File: config.mk
export PLATFORM = sky130hd
export DESIGN_NAME = sgf_seq_divider_flat
export DESIGN_NICKNAME = d
export VERILOG_FILES = /design/src/rtl/sgf_seq_divider_pkg.sv /design/src/rtl/sgf_seq_divider_if.sv /design/src/rtl/sgf_seq_divider_substractor.sv /design/src/rtl/sgf_seq_divider.sv /design/src/flat_wrapper.sv
export SDC_FILE = /design/constraint.sdc
export NUM_CORES = 1
export LEC_CHECK = 0
export BUFFER_PORTS_ARGS = -buffer_cell sky130_fd_sc_hd__buf_2
export CORE_MARGIN = 1
export CORE_UTILIZATION = 45
export CTS_CLUSTER_SIZE = 25
export DETAILED_ROUTE_END_ITERATION = 7
export PLACE_DENSITY = 0.74
export SYNTH_ARGS = -nofsm -noshare
export SYNTH_HDL_FRONTEND = slang
export SYNTH_SLANG_ARGS = --single-unit
File: constraint.sdc
create_clock -name clk -period 4.81 [get_ports clk]
set_input_delay 0.7215 -clock clk [delete_from_list [all_inputs] [get_ports clk]]
set_output_delay 0.7215 -clock clk [all_outputs]
set_load 0.02 [all_outputs]
File: src/rtl/sgf_seq_divider_pkg.sv
// Shared definitions for the sequential significand divider: FSM state
// encoding and the iteration-counter width helper.
package sgf_seq_divider_pkg;

    typedef enum logic [1:0] {
        IDLE = 2'd0,
        CALC = 2'd1,
        DONE = 2'd2
    } div_state_t;

    // Counter must hold SW+2 iterations.
    function automatic int cnt_width(input int sw);
        return $clog2(sw + 3);
    endfunction

endpackage

File: src/rtl/sgf_seq_divider_if.sv
// Start/done handshake and operand/result bundle between the unpacker,
// the significand divider and the rounder.
interface sgf_seq_divider_if #(
    parameter int SW = 54
);
    logic          start_i;
    logic [SW-1:0] Data_A_i;
    logic [SW-1:0] Data_B_i;
    logic          ready_o;
    logic          done_o;
    logic [SW+1:0] quotient_o;
    logic          sticky_o;
    logic          div_zero_o;

    modport master (
        output start_i, Data_A_i, Data_B_i,
        input  ready_o, done_o, quotient_o, sticky_o, div_zero_o
    );

    modport slave (
        input  start_i, Data_A_i, Data_B_i,
        output ready_o, done_o, quotient_o, sticky_o, div_zero_o
    );
endinterface

File: src/rtl/sgf_seq_divider_substractor.sv
// Plain W-bit subtractor; the divider uses the MSB of the difference as the
// sign of the trial remainder.
module substractor #(
    parameter int W = 56
) (
    input  logic [W-1:0] Data_A_i,
    input  logic [W-1:0] Data_B_i,
    output logic [W-1:0] Data_S_o
);
    assign Data_S_o = Data_A_i - Data_B_i;
endmodule

File: src/rtl/sgf_seq_divider.sv
// Radix-2 restoring significand divider: one quotient bit per cycle, SW+2
// quotient bits (two guard positions) plus a sticky bit from the remainder.
module sgf_seq_divider
    import sgf_seq_divider_pkg::*;
#(
    parameter int SW = 54
) (
    input  logic               clk,
    input  logic               rst,
    sgf_seq_divider_if.slave   bus
);
    localparam int CW = cnt_width(SW);

    div_state_t    state_q, state_d;
    logic [SW:0]   rem_q, rem_d;
    logic [SW-1:0] div_q, div_d;
    logic [SW+1:0] quo_q, quo_d;
    logic [CW-1:0] cnt_q, cnt_d;
    logic [SW+1:0] quotient_q, quotient_d;
    logic          sticky_q, sticky_d;
    logic          dz_q, dz_d;

    logic [SW+1:0] trial;
    logic          q_bit;
    logic [SW:0]   rem_fit;

    substractor #(.W(SW + 2)) u_sub (
        .Data_A_i ({1'b0, rem_q}),
        .Data_B_i ({2'b00, div_q}),
        .Data_S_o (trial)
    );

    // Non-negative trial keeps the difference; R < 2D guarantees it fits SW+1 bits.
    assign q_bit   = ~trial[SW+1];
    assign rem_fit = q_bit ? trial[SW:0] : rem_q;

    always_ff @(posedge clk or negedge rst) begin
        if (!rst) begin
            state_q    <= IDLE;
            rem_q      <= '0;
            div_q      <= '0;
            quo_q      <= '0;
            cnt_q      <= '0;
            quotient_q <= '0;
            sticky_q   <= 1'b0;
            dz_q       <= 1'b0;
        end else begin
            state_q    <= state_d;
            rem_q      <= rem_d;
            div_q      <= div_d;
            quo_q      <= quo_d;
            cnt_q      <= cnt_d;
            quotient_q <= quotient_d;
            sticky_q   <= sticky_d;
            dz_q       <= dz_d;
        end
    end

    always_comb begin
        state_d    = state_q;
        rem_d      = rem_q;
        div_d      = div_q;
        quo_d      = quo_q;
        cnt_d      = cnt_q;
        quotient_d = quotient_q;
        sticky_d   = sticky_q;
        dz_d       = dz_q;

        case (state_q)
            CALC: begin
                rem_d = {rem_fit[SW-1:0], 1'b0};
                quo_d = {quo_q[SW:0], q_bit};
                cnt_d = cnt_q - CW'(1);
                if (cnt_q == CW'(1)) begin
                    state_d    = DONE;
                    quotient_d = {quo_q[SW:0], q_bit};
                    sticky_d   = |rem_fit;
                    dz_d       = 1'b0;
                end
            end
            default: state_d = IDLE;
        endcase

        // IDLE and DONE both accept, which gives back-to-back operation.
        if (state_q != CALC && bus.start_i) begin
            if (bus.Data_B_i == '0) begin
                state_d    = DONE;
                quotient_d = '1;
                sticky_d   = 1'b1;
                dz_d       = 1'b1;
            end else begin
                state_d = CALC;
                rem_d   = {1'b0, bus.Data_A_i};
                div_d   = bus.Data_B_i;
                quo_d   = '0;
                cnt_d   = CW'(SW + 2);
            end
        end
    end

    assign bus.ready_o    = (state_q != CALC);
    assign bus.done_o     = (state_q == DONE);
    assign bus.quotient_o = quotient_q;
    assign bus.sticky_o   = sticky_q;
    assign bus.div_zero_o = dz_q;

endmodule
File: src/flat_wrapper.sv
// flat-port wrapper written by rule: the top's interface ports become plain ports
module sgf_seq_divider_flat import sgf_seq_divider_pkg::*;
#(
    parameter int SW = 54
)
  (clk, rst, bus_start_i, bus_Data_A_i, bus_Data_B_i, bus_ready_o, bus_done_o, bus_quotient_o, bus_sticky_o, bus_div_zero_o);
  sgf_seq_divider_if #(.SW(SW)) bus_i ();
  input  logic clk;
  input  logic rst;
  input wire logic [$bits(bus_i.start_i)-1:0] bus_start_i;
  input wire logic [$bits(bus_i.Data_A_i)-1:0] bus_Data_A_i;
  input wire logic [$bits(bus_i.Data_B_i)-1:0] bus_Data_B_i;
  output wire logic [$bits(bus_i.ready_o)-1:0] bus_ready_o;
  output wire logic [$bits(bus_i.done_o)-1:0] bus_done_o;
  output wire logic [$bits(bus_i.quotient_o)-1:0] bus_quotient_o;
  output wire logic [$bits(bus_i.sticky_o)-1:0] bus_sticky_o;
  output wire logic [$bits(bus_i.div_zero_o)-1:0] bus_div_zero_o;
  assign bus_i.start_i = bus_start_i;
  assign bus_i.Data_A_i = bus_Data_A_i;
  assign bus_i.Data_B_i = bus_Data_B_i;
  assign bus_ready_o = bus_i.ready_o;
  assign bus_done_o = bus_i.done_o;
  assign bus_quotient_o = bus_i.quotient_o;
  assign bus_sticky_o = bus_i.sticky_o;
  assign bus_div_zero_o = bus_i.div_zero_o;
  sgf_seq_divider #(.SW(SW)) u_core (.clk(clk), .rst(rst), .bus(bus_i));
endmodule
==> run_results.csv, run 1 <==
group,metric,value,unit
placed_design,gp_congestion,0.999,
synthesis,ys_ff_latch,230,
cells_and_area,filler_cell_count,3022,
critical_path,cp_num_buf_inv,0,
floorplanning,fp-row-count,65,
timing,post-route-period-util,91.8,%
critical_path,worstPathArrival,4.85,ns
route,drcViolationCount,2,
grt,grt_overflow_total,0,
floorplanning,fp.coreArea,31500,µm²
synthesis,syn-mean-instance-area,8.04,µm²
placed_design,dp_hpwl,32.3,mm
synthesis,synth_top_area_cell,"dfrtp_1",
timing,max_freq,226,MHz
floorplanning,die_width,181,µm
route,first_pass_iters,7,
timing,rsz0062_at_grt,"no",
clocking,cts_buffers,25,
critical_path,cpPeakStageDelay,0.97,ns
clocking,clockBufferDepth,3,
critical_path,path_max_fanout,12,
critical_path,slowest_stage,"nor4_1",
clocking,clk_pin_slew,0.06,ns
critical_path,path_cells,"ha_1 -> nand4_1 -> nor4_1 -> a22oi_1 -> nand2_1 -> a21oi_1 -> a21boi_0 -> o21ai_0 -> a211oi_1 -> o211ai_1 -> or4_1 -> o21a_1",
run_status,violations,"DRC",
grt,grtUsageMet2,41.7,%
clocking,root_buffer,"clkbuf_16",
clocking,htree_levels,1,
timing,timing.final.crit_period,4.42,ns
route,vias,13600,
critical_path,crit_required,5.24,ns
critical_path,crit_family,"simple AND/OR/NAND/NOR gates",
route,drtIter0Drc,1273,
timing,skew,0.0282,ns
synthesis,synth_flop_cell,"dfrtp_1",
timing,setup_violations,0,
route,viasPerCell,5.90,
clocking,hold_buffers,0,
clocking,tritoncts,"yes",
grt,grt_pass1_wl,70.9,mm
floorplanning,io_pins,171,
min_path,hold_class,"primary input to async pin",
critical_path,cp-end-kind,"register",
grt,grt.met1_usage,38.4,%
synthesis,yosysTopAreaCellShare,40.1,%
clocking,cts_resized,0,
timing,worst_hold_slack,0.216,ns
synthesis,synth-edff-count,0,
clocking,worstSkewPairLatency,0.56,ns
critical_path,crit_start,"u_core.rem_q[30]",
synthesis,syn_nets,1953,
grt,busiest_layer,"met2",
timing,final-max-slew-violation-count,0,
grt,use_met3,5.19,%
clocking,cts_sinks,230,
synthesis,synth.distinct_cells,83,
grt,grt_antenna_before_repair,1,
floorplanning,die_y,181,µm
grt,grt.total_usage,27.0,%
synthesis,synth.most_common_cell,"nand2_1",
synthesis,synth_warnings,0,
synthesis,synthTopCellsByArea,"dfrtp_1, nand2_1, a21oi_1",
route,totalWireLength,44.1,mm
grt,grt_pass1_vias,13000,
clocking,cts_setup_buffers,0,
critical_path,timing.rr.start,"u_core.rem_q[30]",
cells_and_area,syn_to_final_growth,13.4,%
route,ant_nets,0,
critical_path,worstSetupPathType,"register to register",
timing,slew_headroom,25.4,%
timing,tns,0,ns
timing,final_hold_viol_count,0,
synthesis,ys_seq_area_share,40.1,%
synthesis,synth_commonest_cells,"nand2_1, dfrtp_1, nor2_1",
synthesis,syn-instance-count,1785,
placed_design,io_buffers,170,
timing,tightest_slew,1.11,ns
run_status,status,"complete, but fails checks",
route,routedWlPerCell,19.1,µm
floorplanning,die_area,32600,µm²
cells_and_area,drive_above_1_share,14.7,%
grt,grt_max_degree,206,
floorplanning,start_util,45.6,%
flow_run,drv_cap,0,
synthesis,ys_async_sr_fraction,100,%
synthesis,netlist_area,14400,µm²
cells_and_area,nNetsFinal,2053,
critical_path,critPathLaunchType,"register",
per-stage QoR:
step	util [%]	setup WS (ns)	area [µm²]	instances
floorplan	-	0.985	14400	1785
global placement	49.1	0.646	15400	2260
detailed placement	49.1	0.584	15400	2260
CTS	51.7	0.551	16300	2306
global route	51.7	0.278	16300	2307
finish	51.7	0.392	16300	2307
layout make-up:
cell class	count	area, µm²	area share (%)
antenna	1	2.50	0.0154
clock inverter	13	136	0.838
inverter	74	278	1.71
tap	402	503	3.09
clock buffer	33	706	4.33
timing repair buffer	189	1040	6.39
sequential	230	5760	35.3
multi-input combinational	1365	7860	48.3
registers in the layout, summed over array words and instances, names as in the netlist:
name	flops
u_core.quo_q	55
u_core.rem_q	55
u_core.div_q	54
u_core.bus.sticky_o	1
u_core.bus.quotient_o	56
u_core.bus.div_zero_o	1
u_core.state_q	2
u_core.cnt_q	6
cells by family after synthesis:
group,count (synthesis),share of synthesized area [%]
adders and majority gates,57,5.02
and+or+nand+nor,696,21.1
AOI/OAI and AO/OA,565,25.3
DFF,230,40.1
buffers and inverters,190,5.41
muxes,15,1.09
xor gates and xnor gates,32,1.95
cell usage in the layout (no fill, tap or decap), types with 14 or more instances in the layout:
master     instances
a211oi_1          24
a21o_1            48
a21oi_1          183
a311oi_1          23
a31oi_1           14
and2_1            18
buf_2            169
buf_4             16
clkbuf_16         25
dfrtp_1          230
ha_1              56
inv_1             72
nand2_1          311
nand3_1           24
nand4_1           28
nor2_1           211
nor3_1            20
nor4_1            30
o211ai_1          18
o21ai_0          145
xnor2_1           17
xor2_1            15
per-layer routing:
metal	up-vias	routed length, µm
li1	6512	-
met1	6507	20200
met2	522	19500
met3	68	3350
met4	0	1080
met5	-	0
worst paths after layout:
kind / endpoint / slack, ns / cells past startpoint
min reg2reg: u_core.bus.div_zero_o / 0.48 / 2
max in group asynchronous: u_core.quo_q[46] / 3.50 / 2
max: u_core.bus.sticky_o / 0.39 / 12
min: u_core.rem_q[40] / 0.22 / 1
min in group clk: u_core.rem_q[31] / 0.36 / 2
max reg2reg: u_core.bus.sticky_o / 0.39 / 12
Power of run 1 is left out: the tool's default activity adds up to more than one toggle a clock period on the data nets, which glitch-free logic cannot reach.
==> run 2, diff against run 1 <==
- BUFFER_PORTS_ARGS: -buffer_cell sky130_fd_sc_hd__buf_2 -> unset
- CAP_MARGIN: unset -> 20
- DONT_BUFFER_PORTS: unset -> 1
- PLACE_DENSITY: 0.74 -> unset
==> run_results.csv, run 2 (same netlist as run 1, synthesis figures left out) <==
group,metric,value,unit
run_status,status,"complete, but fails checks",
run_status,violations,"hold timing",
placed_design,pre_cts_slack,0.590,ns
cells_and_area,syn_to_final_growth,8.22,%
timing,setup_violations,0,
clocking,cts_sinks,230,
critical_path,crit_required,5.25,ns
timing,worst_hold_slack,-0.132,ns
timing,fin_ws,0.541,ns
route,totalWireLength,44.3,mm
route,ant_nets,0,
clocking,cts_buffers,27,
cells_and_area,largest_register_ffs,56,
clocking,clockBufferDepth,3,
timing,timing.final.crit_period,4.27,ns
critical_path,path_max_fanout,8,
grt,grt_overflow_total,0,
critical_path,worstPathArrival,4.71,ns
placed_design,place_inst,2092,
cells_and_area,final_common_cell,"nand2_1",
grt,grt_antenna_before_repair,1,
floorplanning,fp.coreArea,31500,µm²
flow_run,drv_cap,0,
critical_path,cp-end-kind,"register",
route,vias,12900,
cells_and_area,final_cell_mix,"nand2_1, dfrtp_1, nor2_1",
critical_path,worstSetupPathType,"register to register",
grt,grt_pass1_wl,69.5,mm
timing,max_freq,234,MHz
critical_path,cpPeakStageDelay,0.52,ns
critical_path,cpMostUsedCell,"inv_1",
cells_and_area,multi_input_comb_area,7860,µm²
timing,slew_headroom,36.6,%
timing,final-max-slew-violation-count,0,
critical_path,path_depth,15,
placed_design,dp_hpwl,32.5,mm
clocking,htree_levels,1,
timing,final_hold_viol_count,230,
grt,grt_pass1_vias,12200,
critical_path,rr_worst_depth,15,
cells_and_area,seqCellArea,5760,µm²
clocking,worstSkewPairLatency,0.56,ns
placed_design,io_buffers,0,
cells_and_area,filler_cell_count,3129,
floorplanning,start_util,45.6,%
floorplanning,fp-row-count,65,
grt,grt.total_usage,26.9,%
route,drcViolationCount,0,
clocking,root_buffer,"clkbuf_16",
floorplanning,die_width,181,µm
route,routedWlPerCell,20.7,µm
clocking,clk_pin_slew,0.06,ns
min_path,hold_class,"primary input to async pin",
cells_and_area,final_cell_area,15500,µm²
route,drtIter0Drc,1064,
timing,post-route-period-util,88.7,%
timing,skew,0.0186,ns
timing,rsz0062_at_grt,"no",
grt,grt_max_degree,231,
route,first_pass_iters,6,
floorplanning,die_y,181,µm
critical_path,slowest_stage,"or4_1",
cells_and_area,drive_above_1_share,6.72,%
route,viasPerCell,6.01,
timing,tightest_slew,0.942,ns
placed_design,detailed_place.area,14600,µm²
cells_and_area,stdcell_count,2143,
critical_path,path_cells,"inv_1 -> ha_1 -> inv_1 -> fa_1 -> a211oi_2 -> o31ai_4 -> o211a_1 -> or3_1 -> a21boi_1 -> and4b_1 -> or4b_1 -> a221oi_2 -> nand4_1 -> or4_1 -> o21a_1",
placed_design,gp_congestion,0.986,
critical_path,cp_num_buf_inv,2,
critical_path,crit_family,"simple AND/OR/NAND/NOR gates",
floorplanning,io_pins,171,
clocking,tritoncts,"yes",
floorplanning,die_area,32600,µm²
cells_and_area,nNetsFinal,1888,
timing,tns,0,ns
critical_path,critPathLaunchType,"register",
-- run 2: cell count changes in the layout (fill, tap and decap cells not counted) --
cell / change
inv_6: +3
clkbuf_1: -1
clkinv_2: -1
buf_4: +1
buf_2: -169
buf_12: +2
buf_8: -1
clkbuf_16: +2
inv_8: +1
clkbuf_8: -1
-- run 2: path summary, 6_finish.rpt --
check	to	startpoint	slack, ns
max in group asynchronous	u_core.bus.quotient_o[13]	rst	4.52
worst max register to register	u_core.bus.sticky_o	u_core.rem_q[0]	0.54
worst min register to register	u_core.div_q[0]	u_core.div_q[0]	0.52
worst min-delay path	u_core.div_q[35]	rst	-0.13
worst max-delay path	u_core.bus.sticky_o	u_core.rem_q[0]	0.54
min in group clk	u_core.rem_q[26]	bus_Data_A_i[26]	0.27
-- run 2: per-stage QoR --
step	hold slack (ns)	utilization (%)
after floorplan	0.426	-
after CTS	-0.163	49.3
final	-0.132	49.4
after global placement	0.440	46.4
after detailed placement	0.433	46.4
after global routing	-0.152	49.4
-- run 2: repair_timing --
item / 4_1_cts / 5_1_grt
setup endpoints to repair: 0 / 0
gates resized for setup: 0 / 0
hold endpoints to repair: 230 / 230
buffers inserted: 0 / 0
-- run 2: layout make-up --
class                   instances  area share [%]
clock inverters                16            1.09
repair buffers                 22            1.47
multi-input cells            1365            50.6
inverters                      74            1.79
clock buffers                  33            4.75
diodes                          1          0.0161
well taps                     402            3.24
flip-flops and latches        230            37.0
-- run 2: per-layer routing --
metal	vias to the layer above	track usage [%]	wire length [µm]
met1	6150	39.1	20300
met3	61	5.66	3740
met5	-	0	0
met4	0	9.09	1440
li1	6179	-	-
met2	480	39.6	18800
-- run 2: worst reg2reg max path, stage by stage, from the launching register on --
cell and delay (ns):
dfrtp_1 0.40, inv_1 0.08, ha_1 0.16, inv_1 0.05, fa_1 0.41, a211oi_2 0.35, o31ai_4 0.17, o211a_1 0.28
or3_1 0.35, a21boi_1 0.17, and4b_1 0.20, or4b_1 0.50, a221oi_2 0.28, nand4_1 0.12, or4_1 0.52, o21a_1 0.12
Power of run 2 is left out for the same reason.
